<file path="src/rtl/alu_pkg.sv">
// Shared definitions for the iterative ALU: op encodings, FSM states and
// the helper that sizes the shift-amount field from the operand width.
package alu_pkg;

  typedef enum logic [3:0] {
    OP_AND = 4'b0000,
    OP_OR  = 4'b0001,
    OP_ADD = 4'b0010,
    OP_MUL = 4'b0011,
    OP_SUB = 4'b0110,
    OP_SLL = 4'b0111,
    OP_SRL = 4'b1000,
    OP_SRA = 4'b1001,
    OP_NOR = 4'b1100
  } alu_op_e;

  typedef enum logic [1:0] {
    ST_IDLE = 2'd0,
    ST_MUL  = 2'd1,
    ST_DONE = 2'd2
  } alu_state_e;

  // Number of low operand-B bits that form a shift amount.
  function automatic int shamt_w(input int width);
    return $clog2(width);
  endfunction

endpackage

</file>
<file path="src/rtl/alu_mul_iter.sv">
// Radix-2 shift-add multiplier: loads on start, performs one step per edge
// and pulses done during the last step, with the final product alongside.
module alu_mul_iter
  import alu_pkg::*;
#(
  parameter int WIDTH = 64
) (
  input  logic             clk,
  input  logic             reset_n,
  input  logic             start,
  input  logic [WIDTH-1:0] a,
  input  logic [WIDTH-1:0] b,
  output logic             done,
  output logic [WIDTH-1:0] product
);

  localparam int CW = shamt_w(WIDTH);

  logic [WIDTH-1:0] mcand_r;
  logic [WIDTH-1:0] mplier_r;
  logic [WIDTH-1:0] acc_r;
  logic [CW-1:0]    cnt_r;
  logic             busy_r;
  logic [WIDTH-1:0] step_s;
  logic             last_s;

  assign step_s  = acc_r + (mplier_r[0] ? mcand_r : {WIDTH{1'b0}});
  assign last_s  = busy_r && (cnt_r == CW'(WIDTH - 1));
  assign done    = last_s;
  assign product = step_s;

  // Operand capture on start, then one shift-add step per edge until the last.
  always_ff @(posedge clk or negedge reset_n) begin
    if (!reset_n) begin
      mcand_r  <= {WIDTH{1'b0}};
      mplier_r <= {WIDTH{1'b0}};
      acc_r    <= {WIDTH{1'b0}};
      cnt_r    <= {CW{1'b0}};
      busy_r   <= 1'b0;
    end else if (start) begin
      mcand_r  <= a;
      mplier_r <= b;
      acc_r    <= {WIDTH{1'b0}};
      cnt_r    <= {CW{1'b0}};
      busy_r   <= 1'b1;
    end else if (busy_r) begin
      acc_r    <= step_s;
      mcand_r  <= mcand_r << 1;
      mplier_r <= mplier_r >> 1;
      cnt_r    <= cnt_r + CW'(1);
      busy_r   <= !last_s;
    end else begin
      busy_r   <= 1'b0;
    end
  end

endmodule

</file>
<file path="src/rtl/alu_iter.sv">
// ALU with single-cycle logic/arith/shift ops and an optional iterative
// multiply, valid/ready handshaking on both sides and registered results.
module alu_iter
  import alu_pkg::*;
#(
  parameter int WIDTH  = 64,
  parameter int MUL_EN = 1
) (
  input  logic             clk,
  input  logic             reset_n,
  input  logic             in_valid,
  output logic             in_ready,
  input  logic [WIDTH-1:0] a,
  input  logic [WIDTH-1:0] b,
  input  logic [3:0]       alu_op,
  output logic             out_valid,
  input  logic             out_ready,
  output logic [WIDTH-1:0] result,
  output logic             zero,
  output logic             is_greater,
  output logic             overflow,
  output logic             illegal
);

  localparam int SHW = shamt_w(WIDTH);

  alu_state_e       state_r;
  logic             out_valid_r;
  logic [WIDTH-1:0] result_r;
  logic             zero_r;
  logic             gt_r;
  logic             ovf_r;
  logic             ill_r;
  logic             gt_pend_r;

  logic             in_ready_s;
  logic             accept_s;
  logic             is_mul_s;
  logic             mul_start_s;
  logic             mul_done_s;
  logic [WIDTH-1:0] mul_prod_s;
  logic [SHW-1:0]   shamt_s;
  logic [WIDTH-1:0] sum_s;
  logic [WIDTH-1:0] diff_s;
  logic [WIDTH-1:0] res_s;
  logic             ovf_s;
  logic             ill_s;

  assign shamt_s     = b[SHW-1:0];
  assign sum_s       = a + b;
  assign diff_s      = a - b;
  assign accept_s    = in_valid && in_ready_s;
  assign is_mul_s    = (alu_op == OP_MUL) && (MUL_EN != 0);
  assign mul_start_s = accept_s && is_mul_s;

  // Ready decode: free when idle, pass-through of the consumer while done.
  always_comb begin
    in_ready_s = 1'b0;
    case (state_r)
      ST_IDLE: in_ready_s = 1'b1;
      ST_DONE: in_ready_s = out_ready;
      ST_MUL:  in_ready_s = 1'b0;
      default: in_ready_s = 1'b0;
    endcase
  end

  // Single-cycle datapath; MUL only lands here when the multiplier is absent.
  always_comb begin
    res_s = {WIDTH{1'b0}};
    ovf_s = 1'b0;
    ill_s = 1'b0;
    case (alu_op)
      OP_AND: res_s = a & b;
      OP_OR:  res_s = a | b;
      OP_NOR: res_s = ~(a | b);
      OP_ADD: begin
        res_s = sum_s;
        ovf_s = (a[WIDTH-1] == b[WIDTH-1]) && (sum_s[WIDTH-1] != a[WIDTH-1]);
      end
      OP_SUB: begin
        res_s = diff_s;
        ovf_s = (a[WIDTH-1] != b[WIDTH-1]) && (diff_s[WIDTH-1] != a[WIDTH-1]);
      end
      OP_SLL: res_s = a << shamt_s;
      OP_SRL: res_s = a >> shamt_s;
      OP_SRA: res_s = $unsigned($signed(a) >>> shamt_s);
      OP_MUL: ill_s = 1'b1;
      default: ill_s = 1'b1;
    endcase
  end

  generate
    if (MUL_EN != 0) begin : g_mul
      alu_mul_iter #(.WIDTH(WIDTH)) u_mul (
        .clk     (clk),
        .reset_n (reset_n),
        .start   (mul_start_s),
        .a       (a),
        .b       (b),
        .done    (mul_done_s),
        .product (mul_prod_s)
      );
    end else begin : g_no_mul
      assign mul_done_s = 1'b0;
      assign mul_prod_s = {WIDTH{1'b0}};
    end
  endgenerate

  // Control FSM with registered result and flags.
  always_ff @(posedge clk or negedge reset_n) begin
    if (!reset_n) begin
      state_r     <= ST_IDLE;
      out_valid_r <= 1'b0;
      result_r    <= {WIDTH{1'b0}};
      zero_r      <= 1'b0;
      gt_r        <= 1'b0;
      ovf_r       <= 1'b0;
      ill_r       <= 1'b0;
      gt_pend_r   <= 1'b0;
    end else begin
      case (state_r)
        ST_IDLE, ST_DONE: begin
          if (accept_s && is_mul_s) begin
            state_r     <= ST_MUL;
            out_valid_r <= 1'b0;
            gt_pend_r   <= (a > b);
          end else if (accept_s) begin
            state_r     <= ST_DONE;
            out_valid_r <= 1'b1;
            result_r    <= res_s;
            zero_r      <= (res_s == {WIDTH{1'b0}});
            gt_r        <= (a > b);
            ovf_r       <= ovf_s;
            ill_r       <= ill_s;
          end else if ((state_r == ST_DONE) && out_ready) begin
            state_r     <= ST_IDLE;
            out_valid_r <= 1'b0;
          end else begin
            state_r     <= state_r;
            out_valid_r <= out_valid_r;
          end
        end
        ST_MUL: begin
          // The flag from accept time travels with the product.
          if (mul_done_s) begin
            state_r     <= ST_DONE;
            out_valid_r <= 1'b1;
            result_r    <= mul_prod_s;
            zero_r      <= (mul_prod_s == {WIDTH{1'b0}});
            gt_r        <= gt_pend_r;
            ovf_r       <= 1'b0;
            ill_r       <= 1'b0;
          end else begin
            state_r     <= ST_MUL;
            out_valid_r <= 1'b0;
          end
        end
        default: begin
          state_r     <= ST_IDLE;
          out_valid_r <= 1'b0;
        end
      endcase
    end
  end

  assign in_ready   = in_ready_s;
  assign out_valid  = out_valid_r;
  assign result     = result_r;
  assign zero       = zero_r;
  assign is_greater = gt_r;
  assign overflow   = ovf_r;
  assign illegal    = ill_r;

endmodule
</file>
<file path="config.mk">
export PLATFORM = sky130hd
export DESIGN_NAME = alu_iter
export DESIGN_NICKNAME = d
export VERILOG_FILES = /design/src/rtl/alu_pkg.sv /design/src/rtl/alu_mul_iter.sv /design/src/rtl/alu_iter.sv
export SDC_FILE = /design/constraint.sdc
export NUM_CORES = 2
export LEC_CHECK = 0
export BUFFER_PORTS_ARGS = -buffer_cell sky130_fd_sc_hd__buf_2
export CAP_MARGIN = 5
export CELL_PAD_IN_SITES_DETAIL_PLACEMENT = 1
export CELL_PAD_IN_SITES_GLOBAL_PLACEMENT = 2
export CORE_MARGIN = 4
export CORE_UTILIZATION = 34
export CTS_CLUSTER_SIZE = 16
export DETAILED_ROUTE_END_ITERATION = 12
export GPL_TIMING_DRIVEN = 0
export HOLD_SLACK_MARGIN = 0.15
export MAX_ROUTING_LAYER = met4
export PLACE_DENSITY = 0.82
export SYNTH_ARGS = -nofsm -noshare
export SYNTH_HDL_FRONTEND = slang
export SYNTH_SLANG_ARGS = --single-unit
</file>
<file path="constraint.sdc">
create_clock -name clk -period 4.1 [get_ports clk]
set_clock_uncertainty 0.2 [all_clocks]
set_input_delay 0 -clock clk [delete_from_list [all_inputs] [get_ports clk]]
set_output_delay 0 -clock clk [all_outputs]
set_load 0.02 [all_outputs]
</file>
==> results_dict.tcl <==
set metrics [dict create \
    track_usage 0.530 \
    syn_to_final_growth_pct 31.0 \
    cts_root_buffer "clkbuf_16" \
    initial_core_util 0.344 \
    fin_tns_setup_ns -15.46 \
    syn_inst 5008 \
    vias_per_cell 7.15 \
    synth_edf_count 0 \
    min_period_ns 5.56 \
    maxCapViolCount 1 \
    p_leak_nw 21.4 \
    ys.flop_type "dfrtp_1" \
    hpwlAfterDp_mm 245 \
    finalWorstSetupSlack_ns -1.46 \
    drt-pass1-iter-count 9 \
    grt_pass1_wl_mm 423 \
    arrival_ns 5.89 \
    required_ns 4.43 \
    antenna_found_initial 26 \
    nFillCells 13100 \
    overflow 0 \
    yosys.area.top_type "dfrtp_1" \
    final.period_utilization 1.36 \
    whs_ns 0.193 \
    crit_path_end_kind "flop" \
    cp-start-kind "input port" \
    status "complete, but fails checks" \
    gp_congestion 1.17 \
    syn-cell-area_um2 38300 \
    port_buffers 205 \
    ys_ff_latch 270 \
    clock_path_buffers 3 \
    num_rows 122 \
    worst_pin_slew_ns 1.52 \
    vias 51000 \
    ir_drop_v 0.000457 \
    nets 6010 \
    numCtsBuffers 37 \
    fmax_mhz 180 \
    cts_tree "done" \
    drt_wl_total_mm 319 \
    synthArstFlopShare 1.00 \
    dp.cells 6724 \
    synth_top_area_frac 0.176 \
    clock_sinks 270 \
    final_max_slew_viol_count 5 \
    final_area_um2 50200 \
    clk_pin_slew_ns 0.06 \
    violations "capacitance limit, slew limit, setup timing" \
    drt_iter0_markers 7595 \
    die_h_um 344 \
    place_area_um2 42200 \
    min_path_type "input port to flop" \
    rsz0062_at_grt "true" \
    fin_cells 7143 \
    hold_violations 0 \
    ant_nets 0 \
    syn_nets 5420 \
    grt_pass1_vias 50600 \
    powerDensity_nw_per_um2 621 \
    drc 0 \
    wl_per_cell_um 44.7 \
    core-area_um2 111000 \
    insertion_delay_ns 0.65 \
    ioPinCount 206 \
    setup_violations 56 \
    worstSetupPathType "input port to flop" \
    yosysUniqueCellTypes 99 \
    die_area_um2 118000 \
    slew_headroom -0.0184 \
    die_x_um 344 \
    cts-htree-levels 2 \
    ys_seq_area_frac 0.176 \
    synth.avg_cell_area_um2 7.65 \
    drive_gt1_frac 0.224 \
    grt_max_degree 113 \
    dp_slack_ns -3.86 \
    synth_area_leaders "dfrtp_1, ha_1, mux2i_1" \
    synth_warnings 0 \
    cp_max_fo 10 \
]
[cell usage after synthesis, types with 27 or more instances]
library cell	instances
o31ai_1	53
o22ai_1	70
a211oi_1	66
o21ai_0	254
or3_1	29
o21a_1	30
clkbuf_1	313
xnor2_1	50
nand4_1	66
nand3_1	101
mux4_2	97
dfrtp_1	270
nor4_1	59
and2_1	100
buf_1	33
nor2b_1	32
nor3_1	91
o221ai_1	49
nand2_1	405
o21bai_1	48
a21o_1	65
ha_1	273
a221o_1	41
a221oi_1	42
o211ai_1	54
buf_2	34
a31oi_1	52
mux2_2	77
nor2_1	563
and3_1	28
mux2i_1	323
a22oi_1	62
a21oi_1	483
inv_1	237
nand2b_1	27
[where the power goes]
part	switching (mW)	internal, mW
sequential	0.898	3.76
clock	1.54	2.08
combinational	14.6	8.30
total	17.1	14.1
[repair_timing]
action	4_1_cts	5_1_grt
setup buffers	117	39
cloned	3	1
pin swaps	97	74
gates resized for setup	556	256
hold buffers	188	0
endpoints found under the hold margin	438	0
endpoints found under the setup margin	141	75
[layer usage]
layer / global-route usage / share of wire / vias to the layer above
met2: 0.754 / 0.41 / 4137
met1: 0.586 / 0.35 / 25500
met3: 0.226 / 0.14 / 1436
met5: - / 0 / -
li1: - / - / 20000
met4: 0.402 / 0.10 / 0
[critical path, cell delays in order]
cell and delay (ns):
buf_2 0.25, and4b_1 0.24, clkbuf_1 0.27, nand2_1 0.57
clkbuf_1 0.88, clkbuf_2 0.67, o22ai_1 0.24, nor2_1 0.28
nand3_1 0.18, nor3_4 0.50, nand4_1 0.35, nor4_4 0.51
nand4_1 0.34, nor4_2 0.27, nand4_1 0.14, o21ai_1 0.15
[stage by stage]
stage / util / power (mW)
global placement: 0.376 / 20.8
finish: 0.451 / 31.2
detailed placement: 0.379 / 21.3
global route: 0.451 / 32.1
CTS: 0.439 / 27.8
floorplan: - / 15.3
[cell usage in the layout (no fill, tap or decap), types with 30 or more instances in the layout]
cell	Yosys	final
dlygate4sd3_1	0	187
nand2_1	405	388
nor2_1	563	543
nor4_1	59	34
o31ai_1	53	43
mux4_2	97	97
a22oi_1	62	58
nor3_1	91	72
a31oi_1	52	37
clkbuf_16	0	45
diode_2	0	31
dfrtp_1	270	269
o221ai_1	49	43
nand3_1	101	95
nand4_1	66	66
buf_6	6	43
xnor2_1	50	39
a21o_1	65	64
clkbuf_2	0	91
and2_1	100	79
a221o_1	41	40
inv_1	237	232
clkbuf_1	313	186
a21oi_1	483	434
o22ai_1	70	61
ha_1	273	237
a211oi_1	66	48
mux2i_1	323	309
o21ai_0	254	221
o21bai_1	48	41
nor2b_1	32	31
mux2_2	77	76
buf_2	34	221
a221oi_1	42	30
o211ai_1	54	54
ha_4	0	30
o21a_1	30	30
buf_4	7	127
[cells by family (layout without fill, tap and decap cells)]
family | count (synthesis) | count (layout) | synth area share
AOI/OAI and AO/OA | 1641 | 1641 | 0.286
muxes | 500 | 500 | 0.165
buffers and inverters | 634 | 1250 | 0.0651
adders and majority gates | 276 | 276 | 0.0907
and+or+nand+nor | 1611 | 1611 | 0.199
other | 0 | 31 | 0
DFF | 270 | 270 | 0.176
xor gates and xnor gates | 76 | 76 | 0.0174
[final cells by class]
class	count	area (um2)	area share
clock inverter	15	244	0.00486
buffer	376	2280	0.0455
antenna	31	77.6	0.00155
clock buffer	50	1050	0.0210
timing repair buffer	568	4680	0.0932
inverter	241	941	0.0187
multi-input combinational	4104	32300	0.643
sequential	270	6760	0.135
tap	1488	1860	0.0371
[worst paths after layout]
path                                               from                       end  slack [ns]  cells after the start
worst max-delay path                          alu_op[3]                      zero       -1.46                     16
worst min-delay path                               a[1]    g_mul.u_mul.mcand_r[1]        0.19                      4
worst max register to register  g_mul.u_mul.mplier_r[0]                      zero       -1.31                     18
worst min register to register               result[29]                result[29]        0.29                      2
max in group asynchronous                       reset_n     g_mul.u_mul.acc_r[16]        2.66                      4
min in group asynchronous                       reset_n  g_mul.u_mul.mplier_r[45]        0.39                      4
[flip-flops by register name (all words and copies together) (netlist names), 2 cells and up]
register / flops
g_mul.u_mul.acc_r: 64
g_mul.u_mul.cnt_r: 6
g_mul.u_mul.mcand_r: 64
g_mul.u_mul.mplier_r: 64
result: 64
state_r: 2
Note: power is estimated with default switching activity, not from simulation.
